--- src/rtl/join3_sync.sv ---
`default_nettype none
// ============================================================================
// Module   : join3_sync
// Purpose  : Clocked three-way join for 4-phase bundled-data handshakes.
//            Optional watchdog enabled by defining JOIN3_TIMEOUT_EN.
// Revision : 1.0
// ============================================================================
module join3_sync #(
  parameter int WIDTH          = 32,
  parameter int SYNC_STAGES    = 2,
  parameter int TIMEOUT_CYCLES = 1024
) (
  input  logic               clk_i,
  input  logic               rst_i,
  input  logic               req_in1_i,
  input  logic               req_in2_i,
  input  logic               req_in3_i,
  input  logic [WIDTH-1:0]   data_in1_i,
  input  logic [WIDTH-1:0]   data_in2_i,
  input  logic [WIDTH-1:0]   data_in3_i,
  output logic               ack_in_o,
  output logic               req_out_o,
  input  logic               ack_out_i,
  output logic [3*WIDTH-1:0] data_out_o,
  output logic               err_o
);

  typedef enum logic [2:0] {
    S_COLLECT = 3'd0,
    S_OUT_REQ = 3'd1,
    S_OUT_REL = 3'd2,
    S_IN_ACK  = 3'd3,
    S_IN_REL  = 3'd4
  } state_t;

  if (SYNC_STAGES < 2 || SYNC_STAGES > 4 || TIMEOUT_CYCLES < 1) begin : g_bad_param
    $error("join3_sync: illegal SYNC_STAGES or TIMEOUT_CYCLES");
  end

  // Stage 0 is the metastable-facing flop; the last stage feeds the FSM.
  logic [SYNC_STAGES-1:0][3:0] sync_q;
  logic [3:0]                  sync_in;
  logic [2:0]                  req_s;
  logic                        ack_s;

  assign sync_in = {ack_out_i, req_in3_i, req_in2_i, req_in1_i};
  assign req_s   = sync_q[SYNC_STAGES-1][2:0];
  assign ack_s   = sync_q[SYNC_STAGES-1][3];

  always_ff @(posedge clk_i or posedge rst_i) begin
    if (rst_i) begin
      sync_q <= '0;
    end else begin
      sync_q <= {sync_q[SYNC_STAGES-2:0], sync_in};
    end
  end

  state_t             state_q;
  logic               req_out_q;
  logic               ack_in_q;
  logic [2:0]         arrived_q;
  logic [WIDTH-1:0]   cap1_q;
  logic [WIDTH-1:0]   cap2_q;
  logic [WIDTH-1:0]   cap3_q;
  logic [2:0]         take;
  logic               all_here;

  assign take     = (state_q == S_COLLECT) ? (req_s & ~arrived_q) : 3'b000;
  assign all_here = ((arrived_q | req_s) == 3'b111);

  // Capture registers only load in COLLECT, so data_out_o is frozen for the
  // whole output handshake without a separate holding register.
  always_ff @(posedge clk_i or posedge rst_i) begin
    if (rst_i) begin
      state_q   <= S_COLLECT;
      req_out_q <= 1'b0;
      ack_in_q  <= 1'b0;
      arrived_q <= 3'b000;
      cap1_q    <= '0;
      cap2_q    <= '0;
      cap3_q    <= '0;
    end else begin
      if (take[0]) cap1_q <= data_in1_i;
      if (take[1]) cap2_q <= data_in2_i;
      if (take[2]) cap3_q <= data_in3_i;
      arrived_q <= arrived_q | take;

      case (state_q)
        S_COLLECT: begin
          // A stale downstream ack holds us here until it is released.
          if (all_here && !ack_s) begin
            state_q   <= S_OUT_REQ;
            req_out_q <= 1'b1;
          end
        end
        S_OUT_REQ: begin
          if (ack_s) begin
            state_q   <= S_OUT_REL;
            req_out_q <= 1'b0;
          end
        end
        S_OUT_REL: begin
          if (!ack_s) begin
            state_q  <= S_IN_ACK;
            ack_in_q <= 1'b1;
          end
        end
        S_IN_ACK: begin
          if (req_s == 3'b000) begin
            state_q  <= S_IN_REL;
            ack_in_q <= 1'b0;
          end
        end
        S_IN_REL: begin
          state_q   <= S_COLLECT;
          arrived_q <= 3'b000;
        end
        default: begin
          state_q   <= S_COLLECT;
          req_out_q <= 1'b0;
          ack_in_q  <= 1'b0;
          arrived_q <= 3'b000;
        end
      endcase
    end
  end

  assign req_out_o  = req_out_q;
  assign ack_in_o   = ack_in_q;
  assign data_out_o = {cap3_q, cap2_q, cap1_q};

`ifdef JOIN3_TIMEOUT_EN
  localparam int              TW   = $clog2(TIMEOUT_CYCLES + 1);
  localparam logic [TW-1:0]   TLIM = TW'(TIMEOUT_CYCLES);

  logic [TW-1:0] tmo_cnt_q;
  logic [TW-1:0] tmo_cnt_d;
  logic          err_q;

  // Counts only while a transaction is partially assembled; saturates at the limit.
  always_comb begin
    tmo_cnt_d = tmo_cnt_q;
    if (state_q != S_COLLECT || arrived_q == 3'b000) begin
      tmo_cnt_d = '0;
    end else if (arrived_q != 3'b111 && tmo_cnt_q != TLIM) begin
      tmo_cnt_d = tmo_cnt_q + 1'b1;
    end
  end

  always_ff @(posedge clk_i or posedge rst_i) begin
    if (rst_i) begin
      tmo_cnt_q <= '0;
      err_q     <= 1'b0;
    end else begin
      tmo_cnt_q <= tmo_cnt_d;
      if (tmo_cnt_d == TLIM) err_q <= 1'b1;
    end
  end

  assign err_o = err_q;
`else
  assign err_o = 1'b0;
`endif

endmodule
`default_nettype wire

--- config.mk ---
export PLATFORM = sky130hd
export DESIGN_NAME = join3_sync
export DESIGN_NICKNAME = d
export VERILOG_FILES = /design/src/rtl/join3_sync.sv
export SDC_FILE = /design/constraint.sdc
export NUM_CORES = 1
export LEC_CHECK = 0
export CORE_UTILIZATION = 30
export CTS_CLUSTER_SIZE = 8
export DETAILED_ROUTE_END_ITERATION = 16
export MAX_ROUTING_LAYER = met4
export PLACE_DENSITY = 0.57
export SETUP_SLACK_MARGIN = 0.02
export SLEW_MARGIN = 20
export SYNTH_ARGS = -nofsm -noshare
export SYNTH_HDL_FRONTEND = slang
export SYNTH_SLANG_ARGS = --single-unit
export TNS_END_PERCENT = 20
--- constraint.sdc ---
create_clock -name clk_i -period 4.85 [get_ports clk_i]
set_clock_uncertainty 0.2 [all_clocks]
set_input_delay 0.97 -clock clk_i [delete_from_list [all_inputs] [get_ports clk_i]]
set_output_delay 0.97 -clock clk_i [all_outputs]
set_load 0.02 [all_outputs]
# Word level (Yosys, flattened, before mapping)
# Cells that the tools add are included.
# Widths: inputs -> output; s select.
# totals
ff_bits	112
inputBits	102
out_inout_bits	99
# classes
eq_ne	9
muxes	13
bitwise	6
reduce_logical	10
# ops
cell	n
$mux 3	6
$pmux 3 s4	1
$eq 3x2->1 const B	2
$eq 3x3->1 const B	2
$logic_not 3->1	2
$ne 2x2->1 const B	3
$or 3x3->3	2
$pmux 1 s3	2
$reduce_and 3->1	2
$reduce_or 3->1	2
$mux 1	4
$reduce_and 4->1	1
$reduce_or 4->1	1
$and 3x3->3	1
$eq 3x1->1 const B	1
$not 3->3	1
$ne 2x1->1 const B	1
$not 1->1	2
$logic_and 1x1->1	1
$logic_not 1->1	1

# Depth between registers and ports, before layout
# Gate-level depths: netlist of the first run.
# logic_depth
ltp_word	5
depth_mapped	5
ltp_nobuf	3

# Worst setup path before layout of the first run
# No wires, ideal clock.
# synth_path
kind	register to register
startpoint	register state_q[0]
endpoint	register cap3_q[0]
setup_time_ps	125
arrival_time_ps	1355
setup_slack_ps	3170
path_stages_with_launch	6
n_path_buf	2
period_less_slack_ps	1680
cell_sequence	dfrtp_1 > buf_6 > nor3_4 > nand3b_4 > buf_6 > mux2_4
# synth_via
elab_chain_cells	2
# synth_rtl
element	line	source
start: declaration	58	state_t state_q;
start signal: assignment	75	state_q <= S_COLLECT;
start signal: assignment	92	state_q <= S_OUT_REQ;
start signal: assignment	98	state_q <= S_OUT_REL;
$logic_not 3->1	68	assign take = (state_q == S_COLLECT) ? (req_s & ~arrived_q) : 3'b000;
$mux 3	68	
end signal: assignment	85	if (take[2]) cap3_q <= data_in3_i;
end: declaration	64	logic [WIDTH-1:0] cap3_q;
# Every way passes these cells.
# A chain may end at the register's enable or synchronous reset.

# Worst setup path after layout of the first run
# layout_path
startpoint	register req_out_q, in the netlist req_out_o
endpoint	output req_out_o
# layout_lines
element	line	source
start: declaration	59	logic req_out_q;
start signal: assignment	76	req_out_q <= 1'b0;
start signal: assignment	93	req_out_q <= 1'b1;
start signal: assignment	99	req_out_q <= 1'b0;
end: declaration	22	output logic req_out_o,
# No word-level cell between the ends.

==> results by stage, run 1 <==
STA:
- The number of failing setup endpoints in the final timing report is 0.
- In the finished design, the share of the clock period the worst path needs comes to 0.522.
- Setup repair after global routing left no endpoint under its margin.
- The final max-slew violation count came to 0.
- The worst-case headroom to the max-slew limit is 0.561.
- The minimum setup slack in the final design is 2.32 ns.
- The achievable clock frequency is 395 MHz.
- After routing, the total negative slack on setup checks comes to 0 ns.
- For the pin with the worst max-slew slack, the measured transition is 0.659 ns.
- The clock period minus worst slack is 2.53 ns.
- The hold violation total from the final report is 0.
- The worst hold-check slack is 0.147 ns.

CTS:
- The quantity of gates resized following cts is 0.
- Post-CTS timing repair inserted 0 buffers for setup.
- Counting every sink on the clock net gives 112.
- The number of buffers created by CTS is 9.
- The clock tree from TritonCTS is built.
- Clock tree synthesis selected as its root buffer the cell sky130_fd_sc_hd__clkbuf_16.
- The H-tree was split into 3 levels.
- For the worst-skew pair, the clock arrives at the later sink with an insertion delay of 0.35 ns.
- Clock-pin slew was measured on the worst setup and hold paths at 0.07 ns.
- The clock passes through at most 2 buffers.
- For this design, the CTS-stage hold fixing added 0 buffers.

Logic synthesis:
- The average cell area after synthesis is 17.5 um^2.
- The number of distinct library cells after synthesis is 29.
- The post-synthesis instance area is 0.00446 mm^2.
- The Yosys step of the flow raised 0 warnings.
- The flip-flop and latch count after synthesis is 112.
- The synthesized netlist cell count is 255.
- The net count after synthesis is 357.
- For this run, the register share of the synthesized area comes to 0.628.

Flow run:
- Across the run, the number of max-cap violations was 0.

Pwr:
- The combinational cell fraction of total power is 0.496.
- Internal power comes to 3.21 mW.
- The fraction of power consumed by the clock network is 0.157.
- The reported net switching power is 1.62 mW.
- Across the VDD grid, the largest voltage drop is 0.278 mV.
- The static leakage power is 3.09 nW.
- The portion of total power attributed to sequential cells is 0.346.
- The total chip power is 4.82 mW.
- The power per standard cell area is 698 mW/mm^2.
- The net switching share of the total power is 0.335.

Worst setup path:
- The critical path is of the reg2out type.
- The type of origin of the critical path is a flip-flop.
- Of all nets on the critical path, the largest fanout is 3.
- The worst path arrival time is 1.36 ns.
- The kind of capture point of the worst setup path is a primary output.
- Walking the worst path, the cells encountered are clkdlybuf4s50_1.
- The number of buffer and inverter instances along the worst setup path is 1.
- The largest incremental delay on the critical path is 0.64 ns.
- The setup slack on the worst flop-to-flop path is 2.57 ns.
- Data on the critical path is required at its endpoint by 3.68 ns.
- The family with the most delay on the worst path is buffers and inverters.
- The worst-path cell with the longest stage delay is sky130_fd_sc_hd__clkdlybuf4s50_1.

Placed design:
- The placed standard-cell area is 0.00661 mm^2.
- The routability congestion estimate from global placement is 0.700.
- The worst setup timing slack at the placement stage is 2.39 ns.
- During placement, the flow inserted port buffers numbering 199.
- The number of placed instances, taps included, is 627.
- The placed wire-length estimate is 6860 um.

Finish:
- In the final layout, the share of cells above drive strength 1 is 0.257.
- In the final design database the tool counted 556 nets.
- The post-route non-filler standard cell count is 643.
- Summing all multi-input logic gate instances after layout gives 0.00155 mm^2.
- The register cell area after layout is 0.00280 mm^2.
- The final core utilization is 0.476.
- The finished cells cover 0.00691 mm^2.
- The filler cell count is 1326.
- 0 antenna diodes ended up in the layout.
- From synthesis to final layout, the design area changed by 54.9%.

Drt:
- The first detailed-routing pass took 4 iterations.
- The routed wire length is 9830 um.
- The average wire length per cell after detail routing is 15.3 um.
- In the routed layout, each cell is associated on average with a via count of 4.28.
- After the first detailed-routing iteration, the DRC count stood at 55.
- The total vias in the final route is 2755.
- For this run, design rule violations remaining after detail routing come to 0.
- The remaining antenna violation count after routing is 0.

Global routing:
- The via count of the first global-routing pass was 2808.
- The first global-routing pass estimated 14600 um of wire.
- Entering global routing, the biggest net connects 64 pins.
- The global-route congestion overflow total is 0.
- The number of antenna violations at the first check in global routing is 0.
- For this run, the total global-route usage over all layers was measured as 0.132.

Outcome:
- The run finished with clean final reports.

Hold path:
- The worst hold path belongs to the class reg2reg.

Floorplanning:
- The die is 124 um wide.
- The full die area is 0.0154 mm^2.
- The y dimension of the die is 124 um.
- The placement row count is 44.
- The area of the core is 0.0145 mm^2.
- The number of top-level pins is 201.
- For this configuration, the core starts out at a cell density of 0.307.
## power by group through the flow
| stage | clock [mW] | combinational, mW | sequential [mW] |
|---|---|---|---|
| 5_1_grt | 0.824 | 2.53 | 1.73 |
| 3_5_place_dp | 0 | 2.42 | 1.68 |
| 2_1_floorplan | 0 | 0.878 | 2.15 |
| 6_report | 0.759 | 2.40 | 1.67 |
| 3_3_place_gp | 0 | 2.40 | 1.67 |
| 4_1_cts | 0.793 | 2.43 | 1.67 |
## placed cells by master, fill, tap and decap left out, types with 2 or more instances in the layout
master / netlist / layout
sky130_fd_sc_hd__nor2_1: 5 / 5
sky130_fd_sc_hd__a21o_1: 3 / 3
sky130_fd_sc_hd__clkdlybuf4s50_1: 0 / 199
sky130_fd_sc_hd__clkbuf_16: 0 / 9
sky130_fd_sc_hd__nor3_1: 4 / 4
sky130_fd_sc_hd__mux2_2: 36 / 36
sky130_fd_sc_hd__mux2_4: 60 / 60
sky130_fd_sc_hd__a21oi_1: 3 / 3
sky130_fd_sc_hd__dfrtp_1: 112 / 112
sky130_fd_sc_hd__clkinv_4: 0 / 2
sky130_fd_sc_hd__nand3b_4: 2 / 2
sky130_fd_sc_hd__clkbuf_8: 0 / 2
## flip-flops by register name (all words and copies together), names as in the netlist
| register | cells |
|---|---|
| ack_s | 1 |
| sync_q | 4 |
| ack_in_o | 1 |
| cap2_q | 32 |
| cap3_q | 32 |
| cap1_q | 32 |
| req_out_o | 1 |
| req_s | 3 |
| arrived_q | 3 |
| state_q | 3 |
## Yosys cell counts, drive strengths merged
master     n  share of area
conb       1        0.00084
clkbuf     1        0.00084
o2bb2ai    1         0.0020
nand2      1        0.00084
mux2i      1         0.0022
dfrtp    112           0.63
a21o       3         0.0050
a21oi      3         0.0034
nor4b      1         0.0020
o21ai      1         0.0011
nor2b      1         0.0014
nand3b     2         0.0090
nor3       5         0.0081
o31ai      1         0.0017
maj3       1         0.0022
a211oi     1         0.0017
inv        1        0.00084
o21bai     1         0.0017
buf       12          0.024
nand3      1         0.0011
nand2b     1         0.0014
mux2      96           0.29
o22ai      1         0.0014
nor2       6         0.0067
## routing by layer
metal,up-vias,wire length [um],part of all wire,GRT usage
met2,117,4630,0.47,0.200
met3,6,779,0.079,0.0490
met1,1343,4310,0.44,0.163
li1,1289,-,-,-
met5,-,0,0,-
met4,0,104,0.011,0.0446
## final timing paths
path	from	to	depth (start not counted)
min	sync_q[0]	req_s[0]	0
min in group asynchronous	rst_i	cap3_q[7]	2
max in group asynchronous	rst_i	cap2_q[6]	3
max reg2reg	state_q[2]	cap3_q[26]	3
min reg2reg	sync_q[0]	req_s[0]	0
max	req_out_o	req_out_o	1
## cell type report
cell class | instances | area share
clock inverter | 4 | 0.00760
inverter | 1 | 0.000905
multi-input combinational | 129 | 0.224
tap | 184 | 0.0333
timing repair buffer | 201 | 0.292
sequential | 112 | 0.405
clock buffer | 12 | 0.0371
## logic make-up (layout without fill, tap and decap cells)
logic type | after synthesis | count (layout) | synth area share
flip-flops | 112 | 112 | 0.628
buffers and inverters | 14 | 218 | 0.0255
other | 1 | 1 | 0.000840
multiplexers | 97 | 97 | 0.295
AO/OA/AOI/OAI | 12 | 12 | 0.0179
AND/OR/NAND/NOR | 18 | 18 | 0.0306
adder cells (fa/ha/maj) | 1 | 1 | 0.00224
No activity file was read; power rests on OpenSTA's default activity.
==> inputs of run 2 (changes only) <==
- PLACE_DENSITY: 0.57 -> 0.59
- clock period: 4.85 -> 2.3 ns (I/O delays scaled with it)
==> run 2 against run 1 <==
Against the previous run:
- highest routed layer unchanged
- non-clock buffer count rose by 6
- via count rose by 3.0%
- clock-buffer cell count fell by 3
- worst hold slack improved by 0.0030 ns
- sequential cell count did not move
- sequential share of layout area fell by 0.39 points
==> results by stage, run 2 (same netlist as run 1, synthesis figures left out) <==
Outcome:
- The flow ran to the end, and the final reports show no timing, DRC or antenna violations.

STA:
- The aggregate negative setup slack is 0 ns.
- Headroom to the max-slew limit came out at 0.620.
- Setup repair after global routing left no endpoint under its margin.
- Dividing the final minimum period by the clock period gives 0.887.
- The final max-slew violation count is 0.
- Across all hold checks on the routed design, the worst slack comes to 0.150 ns.
- The achievable clock frequency is 490 MHz.
- The smallest clock period supported by the final layout is computed as 2.04 ns.
- Setup violations remaining at the end of the flow were counted as 0.
- The transition time at the pin with the least slew margin is 0.570 ns.
- The hold violation total from the final report is 0.

Flow run:
- The max-capacitance violation count is 0.

CTS:
- The quantity of gates resized following cts is 0.
- Clock tree synthesis selected as its root buffer the cell sky130_fd_sc_hd__clkbuf_16.
- The clock tree from TritonCTS is built.
- The number of buffers created by CTS is 9.
- For this design, the sink count on the clock tree is 112.
- For this design, the CTS-stage hold fixing added 0 buffers.
- The insertion delay to the later sink of the worst-skew pair is 0.34 ns.
- The H-tree was split into 3 levels.
- The worst-case clock buffer depth is 2.
- The clock edge transition at the registers on the reported setup and hold paths is 0.07 ns.
- The post-CTS setup buffer count is 0.

Floorplanning:
- After floorplanning, the core was sized to cover 0.0145 mm^2.
- The full die area is 0.0154 mm^2.
- The y dimension of the die is 124 um.
- Pin placement for this block handled 201 I/O pins.
- For this configuration, the core starts out at a cell density of 0.307.
- In this run the core area contains 44 standard-cell rows.
- The die extent in x is 124 um.

Worst setup path:
- The family with the most delay on the worst path is buffers and inverters.
- The kind of capture point of the worst setup path is a primary output.
- The largest single stage delay on the critical path is 0.66 ns.
- The startpoint of the most critical register-to-register path is state_q[0].
- STA classifies the critical path startpoint as a flip-flop.
- The critical-path maximum fanout is 3.
- The beginning of the critical path is req_out_o.
- The worst-path cell with the longest stage delay is sky130_fd_sc_hd__clkdlybuf4s50_1.
- The critical path data required time is 1.64 ns.
- Together, buffers and inverters on the worst path number 1.
- The worst path arrival time is 1.38 ns.
- The signal on the critical path passes through clkdlybuf4s50_1.
- The setup slack on the worst flop-to-flop path is 0.35 ns.
- The type of the worst setup path is reg2out.

Global routing:
- The number of antenna violations at the first check in global routing is 0.
- The total overflow left after global routing is 0.
- Across every metal layer, demand over resource in global routing totals 0.130.
- The via count of the first global-routing pass was 2846.
- The wire length of the first global-routing pass is 14500 um.
- The pin count of the biggest net entering global routing is 43.

Finish:
- The most common cell after layout, fill and taps aside is sky130_fd_sc_hd__clkdlybuf4s50_1.
- In the final layout, flip-flops and latches occupy 0.00280 mm^2.
- The number of nets in the layout is 562.
- The library cells used most frequently in the layout, excluding fill and tap cells, are sky130_fd_sc_hd__clkdlybuf4s50_1 (199), sky130_fd_sc_hd__dfrtp_1 (112), sky130_fd_sc_hd__mux2_4 (60).
- The filler cells instantiated in the layout total 1287.
- Once layout is complete, the cells apart from fillers number 649.
- The number of antenna diodes in the final layout is 0.
- The largest registers in the layout are cap1_q x32, cap2_q x32, cap3_q x32.
- The fraction of layout instances using a drive strength above 1 is 0.269.
- Summing all multi-input logic gate instances after layout gives 0.00155 mm^2.
- Compared with the post-synthesis result, the final layout area differs by 56.4%.
- The final core utilization is 0.480.

Placed design:
- Counting tap cells, the placed design contains a total of 633 instances.
- The count of buffers from port buffering is 199.
- At the end of routability-driven placement, the weighted congestion stood at 0.740.
- Summed over all nets, the half-perimeter wirelength after detailed placement is 6860 um.

Pwr:
- The total chip power is 10.2 mW.
- The power per standard cell area is 1460 mW/mm^2.
- The static leakage power is 3.11 nW.
- The peak supply drop is 0.669 mV.

Drt:
- The number of optimization iterations in the first detailed-route pass is 6.
- The remaining antenna violation count after routing is 0.
- In the routed design, unresolved DRC markers number 0.
- The average wire length per cell after detail routing is 14.8 um.
- The final layout contains routed wiring with a total length of 9610 um.
- After detailed routing, the number of vias per cell comes to 4.37.
- The total vias in the final route is 2837.
- The number of DRC markers after the initial detailed-route iteration is 96.

Hold path:
- In this run the most critical hold path is launched from sync_q[2].
- The path class of the tightest hold or removal check is reg2reg.
## run 2: cell count changes in the layout (fill, tap and decap cells not counted)
cell,before,now
sky130_fd_sc_hd__inv_4,1,0
sky130_fd_sc_hd__clkinvlp_4,0,3
sky130_fd_sc_hd__clkbuf_8,2,0
sky130_fd_sc_hd__clkinv_4,2,3
sky130_fd_sc_hd__clkinv_2,1,0
sky130_fd_sc_hd__buf_4,1,5
sky130_fd_sc_hd__buf_12,1,3
sky130_fd_sc_hd__inv_6,0,1
sky130_fd_sc_hd__clkbuf_1,1,0
## run 2: power breakdown
group          switching [mW]  total (mW)  internal, mW  leakage (nW)
combinational            2.14        5.10          2.96          1.66
clock                   0.731        1.59         0.855         0.142
sequential              0.560        3.49          2.93          1.31
total                    3.44        10.2          6.74          3.11
## run 2: stage by stage
stage	instance area (um^2)	setup WS [ns]
CTS	6980	0.225
global route	6980	0.195
global placement	6680	0.393
finish	6980	0.261
floorplan	4470	0.283
detailed placement	6680	0.323
## run 2: worst register-to-register path, stage by stage, from the launching register on
cell and delay, ns:
sky130_fd_sc_hd__dfrtp_1 0.55, sky130_fd_sc_hd__nor3_4 0.11, sky130_fd_sc_hd__nand3b_4 0.09, sky130_fd_sc_hd__buf_4 0.47
sky130_fd_sc_hd__mux2_2 0.42
## run 2: per-layer routing
layer  GRT usage  vias up  share of wire
li1            -     1303              -
met1       0.160     1398           0.42
met2       0.194      128           0.47
met3      0.0495        8          0.089
met4      0.0446        0          0.012
met5           -        -              0
## run 2: final timing paths
check / endpoint / cells past startpoint
setup / recovery: req_out_o / 1
hold / removal: req_s[2] / 0
setup reg to reg: cap1_q[30] / 4
hold reg to reg: req_s[2] / 0
max in group asynchronous: cap3_q[20] / 3
min in group asynchronous: cap1_q[19] / 2
## run 2: layout make-up
type,instances,share of cell area
inverters,1,0.00108
flip-flops and latches,112,0.401
well taps,184,0.0330
clock buffers,9,0.0323
multi-input cells,129,0.222
repair buffers,207,0.299
clock inverters,7,0.0115
==> inputs of run 3 (changes only) <==
- CORE_MARGIN: unset -> 3
- SKIP_CTS_REPAIR_TIMING: unset -> 1
==> run 3 against run 2 <==
Against the previous run:
- worst setup slack worse by 0.040 ns
- via count down 0.60%
- maximum frequency down 1.9%
- highest routed layer unchanged
- clock-buffer cell count up 2
- total power down 1.1%
- design area down 0.43%
- sequential power about the same
- wire length up 7.9%
- largest power group unchanged
- register-to-register slack better by 0.03 ns
- die area up 6.6%
==> results by stage, run 3 (same netlist as run 1, synthesis figures left out) <==
Outcome:
- The run finished with clean final reports.

Global routing:
- The number of antenna violations at the first check in global routing is 0.
- After global routing the overflow that remains totals 0.
- The wire length of the first global-routing pass is 16500 um.
- The via count of the first global-routing pass is 3105.
- The pin count of the biggest net entering global routing is 43.
- Across every metal layer, demand over resource in global routing totals 0.133.

STA:
- The tightest hold path in the finished design has a slack of 0.154 ns.
- Setup violations remaining at the end of the flow were counted as 0.
- Subtracting the final worst setup slack from the clock period gives 2.08 ns.
- The final max-slew violation count was 0.
- The hold violation total from the final report was 0.
- The worst-case headroom to the max-slew limit is 0.665.
- Derived from the worst setup path, the maximum achievable clock frequency is 481 MHz.
- The transition time at the pin with the least slew margin is 0.502 ns.
- After routing, the total negative slack on setup checks comes to 0 ns.
- Setup repair after global routing left no endpoint under its margin.
- Dividing the final minimum period by the clock period gives 0.904.

Pwr:
- The peak supply drop is 0.617 mV.
- Summed over all cells, the static leakage comes to 3.10 nW.
- The power per standard cell area is 1450 mW/mm^2.
- The total chip power is 10.1 mW.

Worst setup path:
- The critical-path maximum fanout is 3.
- The number of buffers and inverters on the critical path is 1.
- For this design, the slowest cell found on the critical path is sky130_fd_sc_hd__clkdlybuf4s50_1.
- The worst path arrival time is 1.42 ns.
- STA puts the critical path data required time at 1.64 ns.
- The worst setup path is of the reg2out kind.
- The family with the most delay on the worst path is buffers and inverters.
- The largest incremental delay on the critical path is 0.68 ns.
- The worst setup path is launched from a flip-flop.
- The critical path goes through clkdlybuf4s50_1.
- STA classifies the critical path endpoint as a primary output.

Drt:
- The routed wire length is 10400 um.
- Using the TritonRoute via totals, the vias-per-cell ratio works out to 4.37.
- In this run, the number of DRC markers left after iteration 0 of detailed routing was 125.
- For this run, design rule violations remaining after detail routing come to 0.
- After detailed routing, the wire length on met1 is 4510 um.
- The remaining antenna violation count after routing is 0.
- The length of routed met3 wiring is 796 um.
- The number of optimization iterations in the first detailed-route pass is 4.
- Detailed routing placed a total of 5000 um of wire on met2.
- In this run the top signal layer used is met4.
- The total vias in the final route is 2820.
- After detailed routing, the average wire length per cell comes to 16.0 um.

Finish:
- In the final design database the tool counted 563 nets.
- For this run, the share of the core covered by cells in the final layout is 0.489.
- The library cell used most frequently in the layout, excluding fill and tap cells, is sky130_fd_sc_hd__clkdlybuf4s50_1.
- Leaving out fill and tap cells, the most frequent cells in the layout are sky130_fd_sc_hd__clkdlybuf4s50_1 (199), sky130_fd_sc_hd__dfrtp_1 (112), sky130_fd_sc_hd__mux2_4 (60).
- The register cell area after layout is 0.00280 mm^2.
- The filler cell count is 1256.
- The largest registers in the layout are cap1_q x32, cap2_q x32, cap3_q x32.
- The fraction of layout instances using a drive strength above 1 is 0.266.
- The multi-input combinational cells in the finished layout cover a total of 0.00155 mm^2.
- The number of diodes added for antenna fixing is 0.
- The layout-stage area growth over the synthesis result is 55.8%.

CTS:
- The later pin in the worst-skew pair is clocked with a latency of 0.35 ns.
- The clock tree synthesis step divided the H-tree into 3 levels.
- The number of buffers created by CTS is 9.
- The worst-case clock buffer depth is 2.
- The clock edge transition at the registers on the reported setup and hold paths is 0.07 ns.
- Clock tree synthesis selected as its root buffer the cell sky130_fd_sc_hd__clkbuf_16.
- The sink count of the clock tree is 112.
- TritonCTS built the clock tree.

Floorplanning:
- The initial standard-cell utilization of the core is 0.314.
- The area of the core is 0.0142 mm^2.
- The die is 128 um wide.
- The placement row count is 43.
- The die covers 0.0164 mm^2.
- The number of top-level pins is 201.
- The y dimension of the die is 128 um.

Placed design:
- The routability congestion estimate from global placement is 0.708.
- The wire-length estimate of the detail-placed layout is 7640 um.
- During placement, the flow inserted port buffers numbering 199.

Hold path:
- The path class of the tightest hold or removal check is reg2reg.

Flow run:
- The max-capacitance violation count is 0.
==> run 3: cell count changes in the layout (fill, tap and decap cells not counted), sizes merged <==
cell | before | now
buf | 8 | 9
inv | 1 | 2
bufinv | 1 | 0
clkinv | 3 | 1
clkbuf | 9 | 11
==> run 3: area by class of cell <==
cell class / instances / share of cell area
Sequential cell: 112 / 0.403
Clock inverter: 5 / 0.00576
Timing Repair Buffer: 208 / 0.302
Multi-Input combinational cell: 129 / 0.222
Tap cell: 180 / 0.0324
Clock buffer: 11 / 0.0335
Inverter: 1 / 0.00108
==> run 3: path summary, 6_finish.rpt <==
kind	from	to	slack, ns	cells after the start
setup / recovery	req_out_o	req_out_o	0.22	1
hold / removal	sync_q[0]	req_s[0]	0.15	0
setup reg to reg	state_q[2]	cap3_q[26]	0.38	4
hold reg to reg	sync_q[0]	req_s[0]	0.15	0
max in group asynchronous	rst_i	cap3_q[2]	1.05	3
min in group asynchronous	rst_i	ack_s	0.29	2
==> run 3: through the flow <==
step	cells	cell area [um^2]	worst slack, ns
final	646	6950	0.221
after global routing	646	6950	0.183
after CTS	646	6950	0.215
after detailed placement	630	6680	0.370
after global placement	630	6680	0.416
after floorplan	255	4470	0.283
==> run 3: routing by layer <==
layer	vias to the layer above	global-route usage
met4	0	0.0243
met1	1385	0.170
met5	-	-
li1	1306	-
met2	124	0.203
met3	5	0.0521
==> run 3: where the power goes <==
| part | switching (mW) | total [mW] | internal [mW] |
|---|---|---|---|
| sequential | 0.567 | 3.49 | 2.92 |
| clock | 0.713 | 1.46 | 0.746 |
| combinational | 2.16 | 5.11 | 2.95 |
